==> src/rtl/alu_arb_pkg.sv <==
// Shared definitions for the two-requester ALU arbiter: widths, FSM states,
// requester id and the ALU opcode map.
package alu_arb_pkg;

  localparam int N = 16;
  localparam int O = 3;

  typedef enum logic [1:0] {
    IDLE = 2'd0,
    EXEC = 2'd1,
    RESP = 2'd2
  } state_t;

  typedef logic req_id_t;

  localparam logic [2:0] OP_ROL = 3'b000;
  localparam logic [2:0] OP_SLL = 3'b001;
  localparam logic [2:0] OP_ROR = 3'b010;
  localparam logic [2:0] OP_SRL = 3'b011;
  localparam logic [2:0] OP_ADD = 3'b100;
  localparam logic [2:0] OP_AND = 3'b101;
  localparam logic [2:0] OP_OR  = 3'b110;
  localparam logic [2:0] OP_XOR = 3'b111;

endpackage

==> src/rtl/alu_arb_if.sv <==
// Request/response bundle between two requesters and the arbiter; the
// arbiter side is the slave modport.
interface alu_arb_if #(
  parameter int N = alu_arb_pkg::N,
  parameter int O = alu_arb_pkg::O
);

  logic         req_valid_0, req_valid_1;
  logic         req_ready_0, req_ready_1;
  logic [N-1:0] req_InA_0, req_InA_1;
  logic [N-1:0] req_InB_0, req_InB_1;
  logic [O-1:0] req_Op_0, req_Op_1;
  logic         req_Cin_0, req_Cin_1;
  logic         req_invA_0, req_invA_1;
  logic         req_invB_0, req_invB_1;
  logic         req_sign_0, req_sign_1;
  logic         rsp_valid_0, rsp_valid_1;
  logic         rsp_ready_0, rsp_ready_1;
  logic [N-1:0] rsp_Out;
  logic         rsp_Ofl, rsp_Zero;

  modport master (
    output req_valid_0, req_valid_1, req_InA_0, req_InA_1, req_InB_0, req_InB_1,
           req_Op_0, req_Op_1, req_Cin_0, req_Cin_1, req_invA_0, req_invA_1,
           req_invB_0, req_invB_1, req_sign_0, req_sign_1, rsp_ready_0, rsp_ready_1,
    input  req_ready_0, req_ready_1, rsp_valid_0, rsp_valid_1, rsp_Out, rsp_Ofl, rsp_Zero
  );

  modport slave (
    input  req_valid_0, req_valid_1, req_InA_0, req_InA_1, req_InB_0, req_InB_1,
           req_Op_0, req_Op_1, req_Cin_0, req_Cin_1, req_invA_0, req_invA_1,
           req_invB_0, req_invB_1, req_sign_0, req_sign_1, rsp_ready_0, rsp_ready_1,
    output req_ready_0, req_ready_1, rsp_valid_0, rsp_valid_1, rsp_Out, rsp_Ofl, rsp_Zero
  );

endinterface

==> src/rtl/alu_arb_alu.sv <==
// Combinational ALU: optional operand inversion, add with carry-in, shifts,
// rotates and bitwise ops; Ofl is signed or unsigned overflow of ADD only.
module alu_arb_alu
  import alu_arb_pkg::*;
#(
  parameter int N = 16,
  parameter int O = 3
) (
  input  logic [N-1:0] InA_i,
  input  logic [N-1:0] InB_i,
  input  logic [O-1:0] Op_i,
  input  logic         Cin_i,
  input  logic         invA_i,
  input  logic         invB_i,
  input  logic         sign_i,
  output logic [N-1:0] Out_o,
  output logic         Ofl_o,
  output logic         Zero_o
);

  localparam int SW = $clog2(N);

  logic [N-1:0]   a, b;
  logic [N:0]     sumW;
  logic [SW-1:0]  sh;
  logic [2*N-1:0] rolW, rorW;

  assign a    = invA_i ? ~InA_i : InA_i;
  assign b    = invB_i ? ~InB_i : InB_i;
  assign sh   = b[SW-1:0];
  assign sumW = {1'b0, a} + {1'b0, b} + {{N{1'b0}}, Cin_i};
  // Rotates shift a doubled copy so the wrapped bits land in the kept half.
  assign rolW = {a, a} << sh;
  assign rorW = {a, a} >> sh;

  always_comb begin
    Out_o = '0;
    Ofl_o = 1'b0;
    case (Op_i)
      OP_ROL: Out_o = rolW[2*N-1:N];
      OP_SLL: Out_o = a << sh;
      OP_ROR: Out_o = rorW[N-1:0];
      OP_SRL: Out_o = a >> sh;
      OP_ADD: begin
        Out_o = sumW[N-1:0];
        Ofl_o = sign_i ? ((a[N-1] == b[N-1]) && (sumW[N-1] != a[N-1])) : sumW[N];
      end
      OP_AND: Out_o = a & b;
      OP_OR:  Out_o = a | b;
      OP_XOR: Out_o = a ^ b;
      default: Out_o = '0;
    endcase
  end

  assign Zero_o = (Out_o == '0);

endmodule

==> src/rtl/alu_arb.sv <==
// Two-requester front end that time-shares one ALU: accept in IDLE, compute
// from registered operands in EXEC, hold the registered result in RESP.
module alu_arb #(
  parameter int N = alu_arb_pkg::N,
  parameter int O = alu_arb_pkg::O
) (
  input  logic       clk,
  input  logic       rst,
  alu_arb_if.slave   bus
);

  import alu_arb_pkg::*;

  state_t       state_q, state_d;
  req_id_t      prio_q, prio_d, id_q, grant;
  logic [N-1:0] inA_q, inB_q, res_q;
  logic [O-1:0] op_q;
  logic         cin_q, invA_q, invB_q, sign_q, ofl_q, zero_q;
  logic [N-1:0] aluOut;
  logic         aluOfl, aluZero;
  logic         accept;

  // The pointer only breaks ties; a lone requester is always granted.
  always_comb begin
    grant = prio_q;
    if (bus.req_valid_0 && !bus.req_valid_1)      grant = 1'b0;
    else if (!bus.req_valid_0 && bus.req_valid_1) grant = 1'b1;
  end

  assign accept = (state_q == IDLE) &&
                  ((bus.req_valid_0 && grant == 1'b0) || (bus.req_valid_1 && grant == 1'b1));

  always_comb begin
    state_d         = state_q;
    prio_d          = prio_q;
    bus.req_ready_0 = 1'b0;
    bus.req_ready_1 = 1'b0;
    bus.rsp_valid_0 = 1'b0;
    bus.rsp_valid_1 = 1'b0;
    case (state_q)
      IDLE: begin
        bus.req_ready_0 = !rst && bus.req_valid_0 && (grant == 1'b0);
        bus.req_ready_1 = !rst && bus.req_valid_1 && (grant == 1'b1);
        if (accept) state_d = EXEC;
      end
      EXEC: state_d = RESP;
      RESP: begin
        bus.rsp_valid_0 = !rst && (id_q == 1'b0);
        bus.rsp_valid_1 = !rst && (id_q == 1'b1);
        if ((id_q == 1'b0) ? bus.rsp_ready_0 : bus.rsp_ready_1) begin
          state_d = IDLE;
          prio_d  = ~id_q;
        end
      end
      default: state_d = IDLE;
    endcase
  end

  always_ff @(posedge clk) begin
    if (rst) begin
      state_q <= IDLE;
      prio_q  <= 1'b0;
      id_q    <= 1'b0;
      inA_q   <= '0;
      inB_q   <= '0;
      op_q    <= '0;
      cin_q   <= 1'b0;
      invA_q  <= 1'b0;
      invB_q  <= 1'b0;
      sign_q  <= 1'b0;
      res_q   <= '0;
      ofl_q   <= 1'b0;
      zero_q  <= 1'b0;
    end else begin
      state_q <= state_d;
      prio_q  <= prio_d;
      if (accept) begin
        id_q   <= grant;
        inA_q  <= grant ? bus.req_InA_1  : bus.req_InA_0;
        inB_q  <= grant ? bus.req_InB_1  : bus.req_InB_0;
        op_q   <= grant ? bus.req_Op_1   : bus.req_Op_0;
        cin_q  <= grant ? bus.req_Cin_1  : bus.req_Cin_0;
        invA_q <= grant ? bus.req_invA_1 : bus.req_invA_0;
        invB_q <= grant ? bus.req_invB_1 : bus.req_invB_0;
        sign_q <= grant ? bus.req_sign_1 : bus.req_sign_0;
      end
      if (state_q == EXEC) begin
        res_q  <= aluOut;
        ofl_q  <= aluOfl;
        zero_q <= aluZero;
      end
    end
  end

  alu_arb_alu #(.N(N), .O(O)) u_alu (
    .InA_i  (inA_q),
    .InB_i  (inB_q),
    .Op_i   (op_q),
    .Cin_i  (cin_q),
    .invA_i (invA_q),
    .invB_i (invB_q),
    .sign_i (sign_q),
    .Out_o  (aluOut),
    .Ofl_o  (aluOfl),
    .Zero_o (aluZero)
  );

  assign bus.rsp_Out  = res_q;
  assign bus.rsp_Ofl  = ofl_q;
  assign bus.rsp_Zero = zero_q;

endmodule
==> src/flat_wrapper.sv <==
// flat-port wrapper written by rule: the top's interface ports become plain ports
module alu_arb_flat import alu_arb_pkg::*;
#(
  parameter int N = alu_arb_pkg::N,
  parameter int O = alu_arb_pkg::O
)
  (clk, rst, bus_req_valid_0, bus_req_valid_1, bus_req_InA_0, bus_req_InA_1, bus_req_InB_0, bus_req_InB_1, bus_req_Op_0, bus_req_Op_1, bus_req_Cin_0, bus_req_Cin_1, bus_req_invA_0, bus_req_invA_1, bus_req_invB_0, bus_req_invB_1, bus_req_sign_0, bus_req_sign_1, bus_rsp_ready_0, bus_rsp_ready_1, bus_req_ready_0, bus_req_ready_1, bus_rsp_valid_0, bus_rsp_valid_1, bus_rsp_Out, bus_rsp_Ofl, bus_rsp_Zero);
  alu_arb_if #(.N(N), .O(O)) bus_i ();
  input  logic clk;
  input  logic rst;
  input wire logic [$bits(bus_i.req_valid_0)-1:0] bus_req_valid_0;
  input wire logic [$bits(bus_i.req_valid_1)-1:0] bus_req_valid_1;
  input wire logic [$bits(bus_i.req_InA_0)-1:0] bus_req_InA_0;
  input wire logic [$bits(bus_i.req_InA_1)-1:0] bus_req_InA_1;
  input wire logic [$bits(bus_i.req_InB_0)-1:0] bus_req_InB_0;
  input wire logic [$bits(bus_i.req_InB_1)-1:0] bus_req_InB_1;
  input wire logic [$bits(bus_i.req_Op_0)-1:0] bus_req_Op_0;
  input wire logic [$bits(bus_i.req_Op_1)-1:0] bus_req_Op_1;
  input wire logic [$bits(bus_i.req_Cin_0)-1:0] bus_req_Cin_0;
  input wire logic [$bits(bus_i.req_Cin_1)-1:0] bus_req_Cin_1;
  input wire logic [$bits(bus_i.req_invA_0)-1:0] bus_req_invA_0;
  input wire logic [$bits(bus_i.req_invA_1)-1:0] bus_req_invA_1;
  input wire logic [$bits(bus_i.req_invB_0)-1:0] bus_req_invB_0;
  input wire logic [$bits(bus_i.req_invB_1)-1:0] bus_req_invB_1;
  input wire logic [$bits(bus_i.req_sign_0)-1:0] bus_req_sign_0;
  input wire logic [$bits(bus_i.req_sign_1)-1:0] bus_req_sign_1;
  input wire logic [$bits(bus_i.rsp_ready_0)-1:0] bus_rsp_ready_0;
  input wire logic [$bits(bus_i.rsp_ready_1)-1:0] bus_rsp_ready_1;
  output wire logic [$bits(bus_i.req_ready_0)-1:0] bus_req_ready_0;
  output wire logic [$bits(bus_i.req_ready_1)-1:0] bus_req_ready_1;
  output wire logic [$bits(bus_i.rsp_valid_0)-1:0] bus_rsp_valid_0;
  output wire logic [$bits(bus_i.rsp_valid_1)-1:0] bus_rsp_valid_1;
  output wire logic [$bits(bus_i.rsp_Out)-1:0] bus_rsp_Out;
  output wire logic [$bits(bus_i.rsp_Ofl)-1:0] bus_rsp_Ofl;
  output wire logic [$bits(bus_i.rsp_Zero)-1:0] bus_rsp_Zero;
  assign bus_i.req_valid_0 = bus_req_valid_0;
  assign bus_i.req_valid_1 = bus_req_valid_1;
  assign bus_i.req_InA_0 = bus_req_InA_0;
  assign bus_i.req_InA_1 = bus_req_InA_1;
  assign bus_i.req_InB_0 = bus_req_InB_0;
  assign bus_i.req_InB_1 = bus_req_InB_1;
  assign bus_i.req_Op_0 = bus_req_Op_0;
  assign bus_i.req_Op_1 = bus_req_Op_1;
  assign bus_i.req_Cin_0 = bus_req_Cin_0;
  assign bus_i.req_Cin_1 = bus_req_Cin_1;
  assign bus_i.req_invA_0 = bus_req_invA_0;
  assign bus_i.req_invA_1 = bus_req_invA_1;
  assign bus_i.req_invB_0 = bus_req_invB_0;
  assign bus_i.req_invB_1 = bus_req_invB_1;
  assign bus_i.req_sign_0 = bus_req_sign_0;
  assign bus_i.req_sign_1 = bus_req_sign_1;
  assign bus_i.rsp_ready_0 = bus_rsp_ready_0;
  assign bus_i.rsp_ready_1 = bus_rsp_ready_1;
  assign bus_req_ready_0 = bus_i.req_ready_0;
  assign bus_req_ready_1 = bus_i.req_ready_1;
  assign bus_rsp_valid_0 = bus_i.rsp_valid_0;
  assign bus_rsp_valid_1 = bus_i.rsp_valid_1;
  assign bus_rsp_Out = bus_i.rsp_Out;
  assign bus_rsp_Ofl = bus_i.rsp_Ofl;
  assign bus_rsp_Zero = bus_i.rsp_Zero;
  alu_arb #(.N(N), .O(O)) u_core (.clk(clk), .rst(rst), .bus(bus_i));
endmodule
==> config.mk <==
export PLATFORM = sky130hd
export DESIGN_NAME = alu_arb_flat
export DESIGN_NICKNAME = d
export VERILOG_FILES = /design/src/rtl/alu_arb_pkg.sv /design/src/rtl/alu_arb_if.sv /design/src/rtl/alu_arb_alu.sv /design/src/rtl/alu_arb.sv /design/src/flat_wrapper.sv
export SDC_FILE = /design/constraint.sdc
export NUM_CORES = 1
export LEC_CHECK = 0
export ABC_AREA = 1
export BUFFER_PORTS_ARGS = -buffer_cell sky130_fd_sc_hd__buf_2
export CELL_PAD_IN_SITES_DETAIL_PLACEMENT = 0
export CELL_PAD_IN_SITES_GLOBAL_PLACEMENT = 1
export CORE_MARGIN = 4
export CORE_UTILIZATION = 36
export DETAILED_ROUTE_END_ITERATION = 12
export PLACE_DENSITY = 0.82
export SLEW_MARGIN = 25
export SYNTH_ARGS = -nofsm -noshare
export SYNTH_HDL_FRONTEND = slang
export SYNTH_SLANG_ARGS = --single-unit
==> constraint.sdc <==
create_clock -name clk -period 2.7 [get_ports clk]
set_input_delay 0.135 -clock clk [delete_from_list [all_inputs] [get_ports clk]]
set_output_delay 0.135 -clock clk [all_outputs]
set_load 0.03 [all_outputs]
==> flow_summary.json <==
{
  "status": "complete, but fails checks",
  "violations": "negative setup slack",
  "power.density_nw_per_um2": 785,
  "reg2reg_from": "u_core.invB_q",
  "slew_headroom_pct": 69.9,
  "worst_setup_path_end_kind": "register",
  "syn_area_um2": 6780,
  "slew_violations": 0,
  "finalHoldViolations": 0,
  "htreeDepth": 3,
  "grt_start_max_net_pins": 80,
  "synth-edff-count": 0,
  "cts_hold_buffers": 0,
  "post-route-period-util_pct": 104,
  "num-nets-final": 1476,
  "syn_avg_cell_area_um2": 5.73,
  "grt_use_total_pct": 23.1,
  "ys_seq_area_share_pct": 18.0,
  "vias_per_cell": 5.33,
  "setup_tns_ns": -0.157,
  "first_global_vias": 7600,
  "drc": 0,
  "p_leak_nw": 4.76,
  "min-delay-start": "bus_req_InA_0[13]",
  "total_power_w": 0.00709,
  "fill_cells": 1915,
  "postSynthCellCount": 1184,
  "start_kind": "register",
  "critPathMostFrequentCell": "nor2_1",
  "via_count": 8481,
  "ctsLongestPathBuffers": 2,
  "io_buffers": 105,
  "use_met3_pct": 3.43,
  "skew_ns": 0.00693,
  "finalWirelength_um": 25700,
  "cap_violations": 0,
  "cp_data_arrival_time_ns": 3.08,
  "io_pins": 106,
  "area_delta_synth_final_pct": 33.1,
  "yosysUniqueCellTypes": 43,
  "critical_path_class": "reg -> reg",
  "antenna_found_initial": 0,
  "grt_pass1_wl_um": 39900,
  "cp_max_fo": 5,
  "die_x_um": 145,
  "cts_root_buf": "clkbuf_16",
  "cts_inserted_buffers": 9,
  "routedWlPerCell_um": 16.2,
  "vdd_drop_max_mv": 0.477,
  "cp.required_ns": 2.97,
  "clock_latency_ns": 0.33,
  "dp_hpwl_um": 20200,
  "synthesis.nets": 1303,
  "gp_congestion": 0.979,
  "worst_slew_pin_slew_ns": 0.451,
  "core_um2": 18300,
  "drive_gt1_share_pct": 26.8,
  "setup_viol": 2,
  "rows": 49,
  "layout_setup_ws_ns": -0.105,
  "gr-max-usage-layer": "met2",
  "post-route-min-period_ns": 2.81,
  "synthFlopType": "dfxtp_1",
  "ant_nets": 0,
  "rsz0062_at_grt": "true",
  "utilization_pct": 49.4,
  "grt-ovfl-total": 0,
  "yosysWarnings": 0,
  "ys_ff_latch": 61,
  "crit_start": "u_core.invB_q",
  "fmax_mhz": 356,
  "firstDrtPassIters": 7,
  "cts_tree": "done",
  "initial_core_util_pct": 37.1,
  "die_area_um2": 21100,
  "max_stage_delay_ns": 0.39,
  "slowest_stage": "dfxtp_4",
  "gr-usage-met1_pct": 31.6,
  "dr.first_iter.drc_count": 683,
  "crit_chain": "buf_6 > nand2_4 > nand2_4 > fa_2 > fa_2 > nand3_4 > nand2_4 > nand2_2 > nand3_2 > o21ai_2 > o21ai_1 > inv_1 > nand4_1 > nor2_1 > nand3_1 > nor2_1 > nor2_1 > nor2_1",
  "die_h_um": 145,
  "diodes": 0,
  "clock_sinks": 61,
  "ys_async_sr_fraction_pct": 0,
  "clkTransAtPathRegs_ns": 0.05,
  "grtUsageMet2_pct": 36.3,
  "hp-class": "in -> reg"
}
-- per-layer routing --
metal  vias to the layer above  part of all wire, %
li1                       4228                    -
met1                      3827                   45
met2                       361                   44
met3                        65                  6.6
met4                         0                  4.2
met5                         -                    0
-- flip-flops by register name (all words and copies together) (netlist names) --
register             flops
u_core.cin_q             1
u_core.inA_q            16
u_core.id_q              1
u_core.op_q              3
u_core.invA_q            1
u_core.bus.rsp_Zero      1
u_core.sign_q            1
u_core.inB_q            16
u_core.state_q           2
u_core.prio_q            1
u_core.bus.rsp_Ofl       1
u_core.bus.rsp_Out      16
u_core.invB_q            1
-- report_power, final --
group          switching [W]  internal [W]  leakage, nW
Clock               0.000403      0.000892        0.162
Sequential          0.000123       0.00102        0.507
Combinational        0.00282       0.00184         4.09
-- area by class of cell --
cell class	instances	area, µm²	share of cell area, %
timing repair buffer	223	1470	16.3
inverter	139	536	5.93
clock inverter	5	100	1.11
sequential	61	1230	13.6
clock buffer	10	229	2.54
tap	229	287	3.17
multi-input combinational	923	5180	57.3
-- through the flow --
step	instance area [µm²]	std cells	hold WS, ns	worst slack [ns]
2_1_floorplan	6820	1184	0.287	-0.000712
3_3_place_gp	8150	1568	0.393	-0.301
3_5_place_dp	8150	1568	0.398	-0.331
4_1_cts	8760	1585	0.0405	-0.0836
5_1_grt	9030	1590	0.0603	-0.251
6_report	9030	1590	0.0540	-0.105
-- cell families after synthesis --
kind of cell             Yosys count  share of synthesized area, %
AO/OA/AOI/OAI                    151                          13.3
XOR/XNOR                          14                          2.08
adder cells (fa/ha/maj)           35                          6.68
buffers and inverters            200                          12.8
flip-flops                        61                          18.0
multiplexers                       1                         0.148
AND/OR/NAND/NOR                  722                          47.0
-- critical path, delay by kind of cell (launching register included) --
kind	cells	cell delay (ns)
AND/OR/NAND/NOR	12	1.12
adder cells (fa/ha/maj)	2	0.76
flip-flops	1	0.39
buffers and inverters	2	0.26
AO/OA/AOI/OAI	2	0.20
-- repair_timing --
action / CTS / global route
setup buffers: 2 / 4
pin swaps: 22 / 17
endpoints found under the setup margin: 11 / 13
resized for setup: 58 / 40
cloned: 0 / 1
-- synth_stat cells (3+ instances only) --
library cell    n  area share [%]
nand2_1       368              20
buf_6           6             1.0
nand3_1       216              16
nand3b_1        4            0.44
o21ai_0        44             3.2
o21ai_1         4            0.30
ha_1           33             6.1
clkbuf_1       29             1.6
o211ai_1       31             3.4
inv_2           4            0.22
o22ai_1         5            0.46
nor2_1         74             4.1
xnor2_1        13             1.7
buf_2          20             1.5
dfxtp_1        61              18
a21oi_1        39             2.9
nand3_2         6            0.89
clkinv_1        3            0.17
a221oi_1        8             1.0
buf_4           3            0.33
inv_1         130             7.2
nand2_4         5            0.83
nand4_1         8            0.74
nand2_2        28             2.6
a31oi_1        15             1.4
nor3_1          7            0.52
-- worst paths after layout --
| kind | end | slack, ns | depth (start not counted) |
|---|---|---|---|
| max | u_core.bus.rsp_Zero | -0.11 | 18 |
| min reg2reg | u_core.bus.rsp_Ofl | 0.46 | 2 |
| max reg2reg | u_core.bus.rsp_Zero | -0.11 | 18 |
| min | u_core.inA_q[13] | 0.05 | 3 |
-- cell usage in the layout (no fill, tap or decap), types with 10 or more instances in the layout --
cell         n
nand2_1    355
nand3_1    207
inv_1      128
buf_4      111
buf_2      105
nor2_1      61
dfxtp_1     57
o21ai_0     39
nand2_2     36
a21oi_1     33
o211ai_1    31
ha_1        22
nand3_2     14
a31oi_1     14
nor2_2      13
ha_4        11
nand2_4     10
clkbuf_16   10
No activity file was read; power rests on OpenSTA's default activity.
